**config.mk**
```make
export PLATFORM = sky130hd
export DESIGN_NAME = ifu_prefetch
export DESIGN_NICKNAME = d
export VERILOG_FILES = /design/src/rtl/riscv_pkg.sv /design/src/rtl/ifu_fifo.sv /design/src/rtl/ifu_prefetch.sv
export SDC_FILE = /design/constraint.sdc
export NUM_CORES = 1
export LEC_CHECK = 0
export ABC_AREA = 1
export ABC_CLOCK_PERIOD_IN_PS = 17600
export BUFFER_PORTS_ARGS = -buffer_cell sky130_fd_sc_hd__buf_2
export CAP_MARGIN = 15
export CORE_UTILIZATION = 25
export DETAILED_ROUTE_END_ITERATION = 10
export GPL_ROUTABILITY_DRIVEN = 0
export PLACE_DENSITY_LB_ADDON = 0.05
export RECOVER_POWER = 100
export SETUP_SLACK_MARGIN = 0.1
export SYNTH_ARGS = -nofsm -noshare
export SYNTH_HDL_FRONTEND = slang
export SYNTH_SLANG_ARGS = --single-unit
```
**constraint.sdc**
```tcl
create_clock -name clk -period 17.6 [get_ports clk]
set_clock_uncertainty 0.05 [all_clocks]
set_input_delay 3.52 -clock clk [delete_from_list [all_inputs] [get_ports clk]]
set_output_delay 3.52 -clock clk [all_outputs]
set_load 0.03 [all_outputs]
```
**src/rtl/riscv_pkg.sv**
```systemverilog
// Shared riscv constants: default widths, reset PC, NOP encoding and
// prefetch queue entry width.
package riscv_pkg;

  localparam int          XLEN_DEFAULT     = 32;
  localparam logic [31:0] RESET_PC_DEFAULT = 32'h0000_0000;
  localparam logic [31:0] INST_NOP         = 32'h0000_0013;
  localparam int          ENTRY_W          = 32 + XLEN_DEFAULT;

endpackage

```
**src/rtl/ifu_fifo.sv**
```systemverilog
// Synchronous FIFO with flush and occupancy count; register storage so the
// head word comes straight out of flops.
module ifu_fifo #(
  parameter int WIDTH = 32,
  parameter int DEPTH = 4
) (
  input  logic                     clk,
  input  logic                     rstn,
  input  logic                     push,
  input  logic                     pop,
  input  logic                     flush,
  input  logic [WIDTH-1:0]         wdata,
  output logic [WIDTH-1:0]         rdata,
  output logic [$clog2(DEPTH):0]   count,
  output logic                     full,
  output logic                     empty
);

  localparam int AW = $clog2(DEPTH);

  logic [WIDTH-1:0] mem [DEPTH];
  logic [AW:0]      wr_ptr;
  logic [AW:0]      rd_ptr;
  logic             do_push;
  logic             do_pop;

  // Pointers carry one extra wrap bit, so the difference is the occupancy.
  assign count   = wr_ptr - rd_ptr;
  assign full    = (count == (AW+1)'(DEPTH));
  assign empty   = (count == '0);
  assign do_push = push && !full;
  assign do_pop  = pop && !empty;
  assign rdata   = mem[rd_ptr[AW-1:0]];

  always_ff @(posedge clk) begin
    if (!rstn) begin
      wr_ptr <= '0;
      rd_ptr <= '0;
      for (int i = 0; i < DEPTH; i++) mem[i] <= '0;
    end else if (flush) begin
      wr_ptr <= '0;
      rd_ptr <= '0;
    end else begin
      if (do_push) begin
        mem[wr_ptr[AW-1:0]] <= wdata;
        wr_ptr <= wr_ptr + 1'b1;
      end
      if (do_pop) rd_ptr <= rd_ptr + 1'b1;
    end
  end

endmodule

```
**src/rtl/ifu_prefetch.sv**
```systemverilog
// Instruction fetch unit: in-order ROM requests, DEPTH-entry prefetch queue,
// jump flush with stale-response discard. Optional IFU_MISALIGN_CHK_EN.
module ifu_prefetch
  import riscv_pkg::*;
#(
  parameter int              XLEN     = XLEN_DEFAULT,
  parameter int              DEPTH    = 4,
  parameter logic [XLEN-1:0] RESET_PC = XLEN'(RESET_PC_DEFAULT)
) (
  input  logic            clk,
  input  logic            rstn,
  input  logic            jump_en_i,
  input  logic [XLEN-1:0] jump_addr_i,
  output logic            rom_req_o,
  output logic [XLEN-1:0] rom_addr_o,
  input  logic            rom_gnt_i,
  input  logic            rom_rvalid_i,
  input  logic [31:0]     rom_rdata_i,
  output logic            inst_valid_o,
  input  logic            inst_ready_i,
  output logic [31:0]     inst_o,
`ifdef IFU_MISALIGN_CHK_EN
  output logic            inst_misalign_o,
`endif
  output logic [XLEN-1:0] inst_addr_o
);

  localparam int PW = $clog2(DEPTH) + 1;
  localparam int EW = (XLEN == XLEN_DEFAULT) ? ENTRY_W : 32 + XLEN;
  localparam logic [PW:0] DEPTH_W = (PW+1)'(DEPTH);

  logic [XLEN-1:0] fetch_pc;
  logic [PW-1:0]   outstanding;
  logic [PW-1:0]   discard;
  logic [PW-1:0]   q_count;
  logic [PW-1:0]   a_count;
  logic            q_full, q_empty, a_full, a_empty;
  logic [EW-1:0]   q_rdata;
  logic [XLEN-1:0] a_rdata;
  logic [XLEN-1:0] jump_tgt;
  logic            fetch_block;
  logic            credit_ok, fire, accept, q_pop;

`ifdef IFU_MISALIGN_CHK_EN
  logic misalign;

  assign jump_tgt        = jump_addr_i;
  assign fetch_block     = misalign;
  assign inst_misalign_o = misalign;

  always_ff @(posedge clk) begin
    if (!rstn)          misalign <= 1'b0;
    else if (jump_en_i) misalign <= (jump_addr_i[1:0] != 2'b00);
  end
`else
  assign jump_tgt    = jump_addr_i & ~XLEN'(3);
  assign fetch_block = 1'b0;
`endif

  // Credits cover both queued and in-flight words, so a response always fits.
  assign credit_ok    = ({1'b0, q_count} + {1'b0, outstanding}) < DEPTH_W;
  assign rom_req_o    = rstn && credit_ok && !jump_en_i && !fetch_block;
  assign rom_addr_o   = fetch_pc;
  assign fire         = rom_req_o && rom_gnt_i;
  assign accept       = rom_rvalid_i && (discard == '0) && !jump_en_i;
  assign inst_valid_o = !q_empty && !jump_en_i;
  assign q_pop        = inst_valid_o && inst_ready_i;
  assign inst_o       = q_rdata[EW-1:XLEN];
  assign inst_addr_o  = q_rdata[XLEN-1:0];

  always_ff @(posedge clk) begin
    if (!rstn) begin
      fetch_pc    <= RESET_PC;
      outstanding <= '0;
      discard     <= '0;
    end else if (jump_en_i) begin
      // Everything still in flight becomes stale; a response landing now is dropped too.
      fetch_pc    <= jump_tgt;
      outstanding <= outstanding - PW'(rom_rvalid_i);
      discard     <= outstanding - PW'(rom_rvalid_i);
    end else begin
      if (fire) fetch_pc <= fetch_pc + XLEN'(4);
      outstanding <= outstanding + PW'(fire) - PW'(rom_rvalid_i);
      if (rom_rvalid_i && (discard != '0)) discard <= discard - PW'(1);
    end
  end

  ifu_fifo #(.WIDTH(EW), .DEPTH(DEPTH)) u_inst_q (
    .clk   (clk),
    .rstn  (rstn),
    .push  (accept),
    .pop   (q_pop),
    .flush (jump_en_i),
    .wdata ({rom_rdata_i, a_rdata}),
    .rdata (q_rdata),
    .count (q_count),
    .full  (q_full),
    .empty (q_empty)
  );

  ifu_fifo #(.WIDTH(XLEN), .DEPTH(DEPTH)) u_addr_q (
    .clk   (clk),
    .rstn  (rstn),
    .push  (fire),
    .pop   (accept),
    .flush (jump_en_i),
    .wdata (fetch_pc),
    .rdata (a_rdata),
    .count (a_count),
    .full  (a_full),
    .empty (a_empty)
  );

  a_no_overflow: assert property (@(posedge clk) disable iff (!rstn) accept |-> (!q_full || q_pop));
  a_addr_room:   assert property (@(posedge clk) disable iff (!rstn) fire |-> !a_full);
  a_addr_avail:  assert property (@(posedge clk) disable iff (!rstn) accept |-> !a_empty);
  a_inflight:    assert property (@(posedge clk) disable iff (!rstn) a_count == (outstanding - discard));

endmodule

```
Word level (Yosys, flattened, before mapping)
Memories as Yosys holds them, arrays and structs flattened. A register that Yosys moved wholly into a read port is not among the register bits.
Cells that the tools add are included.
- bits in writable memories: 384
- bits in registers: 50
- input bits: 70
- memories: 2
- memory list (name ; words ; bits a word ; rd ports ; clocked after Yosys merged registers in ; wr ports ; RTL line ; RTL):
    u_inst_q.mem ; 4 ; 64 ; 1 ; 1 ; 4 ; ifu_fifo.sv:21 ; logic [WIDTH-1:0] mem [DEPTH];
    u_addr_q.mem ; 4 ; 32 ; 1 ; 1 ; 4 ; ifu_fifo.sv:21 ;
- equal/unequal tests: 2
- reductions and logical operators: 26
- magnitude comparators: 1
- add/subtract/negate cells: 12
- bitwise operators: 1
- muxes and demuxes: 24
- operators by type and width (kind ; number):
    two-way mux 32 bit ; 3
    two-way mux 64 bit ; 1
    OR reduction 64 bit ; 1
    adder 32 x 3 -> 32 bit (second input constant) ; 1
    OR reduction 32 bit ; 1
    adder 3 x 1 -> 3 bit (second input constant) ; 4
    logical AND 1 bit ; 12
    two-way mux 2 bit ; 6
    two-way mux 1 bit ; 11
    logical NOT 3 bit ; 3
    two-way mux 3 bit ; 3
    == test 3 bit (second input constant) ; 2
    subtractor 3 x 1 -> 3 bit ; 2
    subtractor 3 bit ; 2
    logical NOT 1 bit ; 5
    adder 3 x 3 -> 4 bit ; 1
    < comparator 4 x 3 -> 1 bit (second input constant) ; 1
    nonzero test 2 bit ; 2
    adder 3 x 1 -> 3 bit ; 1
    nonzero test 3 bit ; 1
    subtractor 3 x 1 -> 3 bit (second input constant) ; 1
    OR reduction 2 bit ; 1
    NOT 1 bit ; 1

Longest topological paths before layout
Gate-level depths: netlist of run 1.
- depth after elaboration: 13
- gate-level depth with buffers: 20
- mapped depth without buffers: 19

Cells and area by module
A second synthesis of run 1 with hierarchy kept.
- cells, all modules: 2061
- area, all modules: 20659.8 um2
- by module, submodules not included (module ; seq. area each (um2) ; area an instance (um2) ; times used ; cells each):
    ifu_fifo (u_inst_q) ; 7847.5 ; 11881.4 ; 1 ; 1055
    ifu_fifo (u_addr_q) ; 4003.8 ; 6137.1 ; 1 ; 564
    ifu_prefetch ; 720.7 ; 2641.3 ; 1 ; 442

Worst setup path after synthesis of run 1
No wires, ideal clock.
- kind: input-to-reg
- from: input jump_en_i
- to: memory u_inst_q.mem[1][10] in the netlist's numbering (enable)
- slack: 8.140 ns
- cell stages on the path: 9
- setup time: 0.568 ns
- required time: 16.982 ns
- arrival: 8.843 ns
- path through: buf_2 > clkinv_1 > nand2_1 > nor2_2 > nand2_2 > nor2_4 > nand2_2 > buf_6 > o21ai_0
- RTL lines (item ; RTL line ; RTL):
    start: declaration ; ifu_prefetch.sv:12 ; input logic jump_en_i,
    end: declaration ; ifu_fifo.sv:21 ;

==> impl_metrics.ini, run 1 <==
[outcome]
status = finished with violations
violations = capacitance limit, slew limit

[yosys]
yosysUniqueCellTypes = 36
synth-async-reset-ratio_pct = 0
yosys-top-cells-area = edfxtp_1, nor2_1, dfxtp_1
synth_edf_count = 368
yosys_register_bits = 420
synth_cells = 1893
yosysTopAreaCell = edfxtp_1
synth_area_mm2 = 0.0193
yosys_warnings = 0
synth_top_flop_cell = edfxtp_1
synth_top_area_share_pct = 57.1
syn_area_per_cell_um2 = 10.2
ys_seq_area_share_pct = 62.5

[sta]
setup_viol = 0
whs_ns = 0.449
post-route-period-util_pct = 69.7
hold_violations = 0
fmax_mhz = 81.5
fin_setup_tns_ns = 0
finalMaxSlewViolations = 754
slew_headroom_pct = -201
worst_slew_pin_slew_ns = 4.52
final.min_clock_period_ns = 12.27
rsz0062_at_grt = false

[drt]
post_drt_via_cell_ratio = 4.56
drc_errors = 0
drt-total-wl_um = 61300
drt-initial-drc-count = 781
drtAntennaViolNets = 0
wl_per_cell_um = 19.9
via_count = 14000
firstDrtPassIters = 5

[clock_tree]
clkSinkCount = 420
h-tree-depth = 2
clkTransAtPathRegs_ns = 0.06
postCtsSetupRepairBufs = 0
hold_buffers = 0
cts-resized-gates = 0
cts_tree = built
numCtsBuffers = 52
cts_max_path_buffers = 3
cts_root_buf = clkbuf_16
clock_latency_ns = 0.60

[finish]
layout_common_cells = nor2_1, edfxtp_1, nand2_1
fillCellCount = 8137
postLayoutCoreUtil_pct = 29.2
fin_area_mm2 = 0.0223
final_common_cell = nor2_1
syn2layout_area_growth_pct = 15.1
antennaDiodeCount = 0
layout.nets = 2089
seq_area_mm2 = 0.0121
drive_gt1_share_pct = 9.90
multi_input_area_mm2 = 0.00602

[die]
die-height_um = 280
fp.dieW_um = 280
ioPinCount = 168
initial_core_util_pct = 25.4
design.core.area_mm2 = 0.0762
die_area_mm2 = 0.0785
num_rows = 101

[job]
maxCapViolCount = 18

[grt]
overflow = 0
grt_use_total_pct = 15.6
first_global_vias = 14100
grt_pass1_wl_um = 91500
grt_max_degree = 72
antenna_found_initial = 0

[place]
dp_hpwl_um = 34100
io_buffers = 161
place_area_mm2 = 0.0210

[setup_path]
crit_type = in -> reg
worstPathArrival_ns = 12.41
crit_buf_inv = 4
crit_chain = buf_2 > clkbuf_1 > clkinvlp_2 > nor2_1 > nand2_2 > nor2_1 > nand2_1 > clkinvlp_2 > nand2_4 > nor2_1 > nand2_2 > nand2_1
cp_max_fo = 36
cpMostUsedCell = nor2_1
startpoint_type = primary input
cp_slowest_cell = clkinvlp_2
slowest_delay_ns = 1.53
critPathCaptureType = flip-flop
critPathTopFamily = simple AND/OR/NAND/NOR gates
required_ns = 17.74

[power_and_ir_drop]
p_leak_nw = 7.92
ir_drop_mv = 0.0680
powerDensity_mw_per_mm2 = 108

[hold_path]
hp-class = reg -> reg
[layout make-up]
type,instances,share of cell area (%)
well taps,1030,5.79
clock inverters,24,0.843
repair buffers,183,3.70
inverters,111,1.90
flip-flops and latches,420,54.3
clock buffers,70,6.38
multi-input cells,1233,27.1
[registers in the layout, indices dropped and copies added (netlist names), named ones only]
| signal | flops |
|---|---|
| u_inst_q.wr_ptr | 3 |
| discard | 3 |
| u_addr_q.mem | 120 |
| u_addr_q.wr_ptr | 3 |
| u_inst_q.rd_ptr | 3 |
| outstanding | 3 |
| u_addr_q.rd_ptr | 3 |
| u_inst_q.mem | 248 |
| rom_addr_o | 30 |
[worst min-delay path, stage by stage, from the launching register on]
cell     delay [ns]
dfxtp_1        0.31
nand3_1        0.08
a31oi_1        0.06
[synthesized netlist by cell type (4+ instances only)]
cell and count:
inv_1 106, dfxtp_1 52, nor2_4 4, clkbuf_1 83, nor3_2 50, a31oi_1 8, a32o_1 30, xor2_1 13
edfxtp_1 368, nand4_1 6, a21oi_1 62, buf_4 5, buf_1 4, o21ai_0 156, nor3_1 106, ha_1 16
nand3_1 48, xnor2_1 4, nor2_1 386, buf_2 24, o22ai_1 63, buf_6 16, nand2_1 249, nand2_2 6
nor2_2 11
[through the flow]
stage	setup WS [ns]	total power, mW	cells
2_1_floorplan	8.14	1.31	1896
4_1_cts	8.89	2.44	3070
3_3_place_gp	8.88	1.40	2976
6_report	5.33	2.39	3071
3_5_place_dp	8.89	1.40	2976
5_1_grt	4.47	2.49	3071
[path summary, 6_finish.rpt]
path,start,end,slack (ns),cells after the start
worst max-delay path,rstn,u_addr_q.mem[1][26],5.33,12
worst min-delay path,discard[2],discard[2],0.45,2
worst max register to register,u_inst_q.wr_ptr[0],u_addr_q.mem[2][28],8.89,15
worst min register to register,discard[2],discard[2],0.45,2
[metal layers]
metal  wire [um]  part of all wire [%]  global-route usage, %
met3        2240                   3.7                   2.16
met5           0                     0                      0
met2       29100                    47                   26.3
met4         928                   1.5                   3.42
met1       29000                    47                   21.0
[logic make-up after synthesis]
group | Yosys count | share of synthesized area, %
flops | 420 | 62.5
other cells | 1 | 0.0194
simple gates | 870 | 20.1
xor+xnor | 17 | 0.770
fa+ha+maj | 18 | 1.24
compound gates | 324 | 9.69
buf+inv | 243 | 5.63
[power by group]
part           switching [mW]  internal, mW  leakage [nW]
Clock                   0.438         0.592         0.781
Combinational           0.162        0.0438          2.90
Sequential             0.0204          1.14          4.23
Total                   0.621          1.77          7.92
(Power assumes the default switching activity.)
==> inputs of run 2 (changes only) <==
--- a/config.mk
+++ b/config.mk
@@ -5,8 +5,8 @@
 export SDC_FILE = /design/constraint.sdc
 export NUM_CORES = 1
 export LEC_CHECK = 0
-export ABC_AREA = 1
-export ABC_CLOCK_PERIOD_IN_PS = 17600
+export ABC_AREA = 0
+export ABC_CLOCK_PERIOD_IN_PS = 12600
 export BUFFER_PORTS_ARGS = -buffer_cell sky130_fd_sc_hd__buf_2
 export CAP_MARGIN = 15
 export CORE_UTILIZATION = 25
==> constraint.sdc (replaced) <==
create_clock -name clk -period 12.6 [get_ports clk]
set_clock_uncertainty 0.05 [all_clocks]
set_input_delay 2.52 -clock clk [delete_from_list [all_inputs] [get_ports clk]]
set_output_delay 2.52 -clock clk [all_outputs]
set_load 0.03 [all_outputs]
==> run 2 against run 1 <==
Against the previous run: the run still ends with capacitance limit, slew limit left; sequential share of layout area rose by 0.31 points; routed wire length down 10%; clock power rose by 43%; flip-flop and latch count stayed put; critical path depth is 8 lower; final cell count shrank 20%; non-clock buffer count is 1 higher; critical endpoint is now u_inst_q.mem[2][7]; global-route usage shrank 1.2 points; via count fell by 22%; first-iteration DRC count down 34%; sequential power up 40%; largest power group unchanged; setup slack worse by 1.9 ns.
==> impl_metrics.ini, run 2 <==
[grt]
grt_pass1_wl_um = 81700
overflow = 0
grt_use_total_pct = 14.3
first_global_vias = 11800
grt_max_degree = 67
antenna_found_initial = 0

[finish]
antennaDiodeCount = 0
layout.nets = 1531
syn2layout_area_growth_pct = 17.0
layout_common_cells = edfxtp_1, and2_1, and2_0
final_common_cell = edfxtp_1
fin_cells = 2452
drive_gt1_share_pct = 17.1
largest_register_ffs = 248
largest-register = u_inst_q.mem

[job]
maxCapViolCount = 11

[drt]
post_drt_via_cell_ratio = 4.45
drt-initial-drc-count = 518
wl_per_cell_um = 22.4
drtAntennaViolNets = 0
firstDrtPassIters = 4
route.met3.wl_um = 1610
top_layer = met4
drc_errors = 0
via_count = 10900
wl_met1_um = 25000
drt-total-wl_um = 55000
wl_met2_um = 27300

[place]
dp_hpwl_um = 31600
dp.cells = 2358
io_buffers = 161

[clock_tree]
cts_root_buf = clkbuf_16
clock_latency_ns = 0.60
cts-resized-gates = 0
postCtsSetupRepairBufs = 0
cts_tree = built
h-tree-depth = 2
cts_max_path_buffers = 3
numCtsBuffers = 52
clkTransAtPathRegs_ns = 0.06
hold_buffers = 0
clkSinkCount = 420

[die]
die_area_mm2 = 0.0768
ioPinCount = 168
design.core.area_mm2 = 0.0747
die-height_um = 277
fp.dieW_um = 277
initial_core_util_pct = 25.3
num_rows = 100

[sta]
hold_violations = 0
post-route-period-util_pct = 72.9
finalMaxSlewViolations = 489
fmax_mhz = 109
worst_slew_pin_slew_ns = 4.19
setup_viol = 0
fin_setup_tns_ns = 0
final.min_clock_period_ns = 9.19
rsz0062_at_grt = false
slew_headroom_pct = -179

[yosys]
yosysTopAreaCell = edfxtp_1
yosysMostFrequentCell = edfxtp_1
yosys-top-cells-area = edfxtp_1, mux4_2, and2_1
synth_edf_count = 368
synth_cells = 1300
yosys_register_bits = 420
yosys-top-cells-count = edfxtp_1, and2_1, mux4_2, and3_1, clkbuf_1
synth_top_area_share_pct = 58.4
syn_area_per_cell_um2 = 14.6
synth_top_flop_cell = edfxtp_1
yosys_warnings = 0
ys_seq_area_share_pct = 63.9
yosysUniqueCellTypes = 58
synth-async-reset-ratio_pct = 0
synth_area_mm2 = 0.0189

[setup_path]
slowest_delay_ns = 2.00
crit_type = in -> reg
crit_chain = clkbuf_1 > clkbuf_1 > nand2b_1 > clkbuf_1
cpMostUsedCell = clkbuf_1
rr_startpoint = u_inst_q.wr_ptr[0]
critPathCaptureType = flip-flop
cp_slowest_cell = clkbuf_1
worstPathArrival_ns = 8.86
required_ns = 12.27
worstSetupStartpoint = rstn
startpoint_type = primary input
cp_max_fo = 55

[power_and_ir_drop]
power.total_mw = 3.33
ir_drop_mv = 0.0953
p_leak_nw = 7.81
powerDensity_mw_per_mm2 = 150

[outcome]
violations = capacitance limit, slew limit
status = finished with violations

[hold_path]
min-delay-start = u_addr_q.wr_ptr[2]
hp-class = reg -> reg
## run 2: final cells by class
class | count | area (um^2)
Clock inverter | 26 | 250
Tap cell | 969 | 1210
Timing Repair Buffer | 184 | 822
Clock buffer | 68 | 1390
Fill cell | 7571 | 52600
Sequential cell | 420 | 12100
Multi-Input combinational cell | 759 | 6260
Inverter | 26 | 97.6
## run 2: cells by family after synthesis
| family | Yosys count | synth area share, % |
|---|---|---|
| DFF | 420 | 63.9 |
| and+or+nand+nor | 534 | 16.8 |
| adders and majority gates | 18 | 1.27 |
| AOI/OAI and AO/OA | 86 | 3.00 |
| other | 1 | 0.0198 |
| xor gates and xnor gates | 19 | 0.952 |
| buffers and inverters | 124 | 2.75 |
| muxes | 98 | 11.3 |
## run 2: routing by layer
metal	GRT usage, %	up-vias
li1	-	5139
met1	18.7	5507
met2	24.7	206
met3	1.98	64
met4	3.99	0
met5	0	-
## run 2: where the power goes
| part | internal [mW] | total (mW) | switching, mW |
|---|---|---|---|
| sequential | 1.58 | 1.62 | 0.0364 |
| clock | 0.860 | 1.47 | 0.611 |
| combinational | 0.0690 | 0.241 | 0.171 |
| total | 2.51 | 3.33 | 0.819 |
## run 2: through the flow
step                      worst slack (ns)  utilization, %  hold WS (ns)  area [um^2]
final                                 3.41            29.6         0.441        22100
after global routing                  2.77            29.6         0.459        22100
after CTS                             5.62            30.0         0.451        22400
after detailed placement              5.61            27.8         0.437        20700
after global placement                5.63            27.8         0.427        20700
after floorplan                       6.91               -         0.399        18900
## run 2: worst max-delay path: cells and delay by family
kind	cells	cell delay (ns)
buffers and inverters	3	5.43
AND/OR/NAND/NOR	1	0.80
## run 2: worst paths after layout
path                              to  slack [ns]  depth (start not counted)
setup / recovery  u_inst_q.mem[2][7]        3.41                          4
hold / removal    u_addr_q.wr_ptr[2]        0.44                          1
setup reg to reg  u_addr_q.mem[1][5]        5.73                         13
hold reg to reg   u_addr_q.wr_ptr[2]        0.44                          1
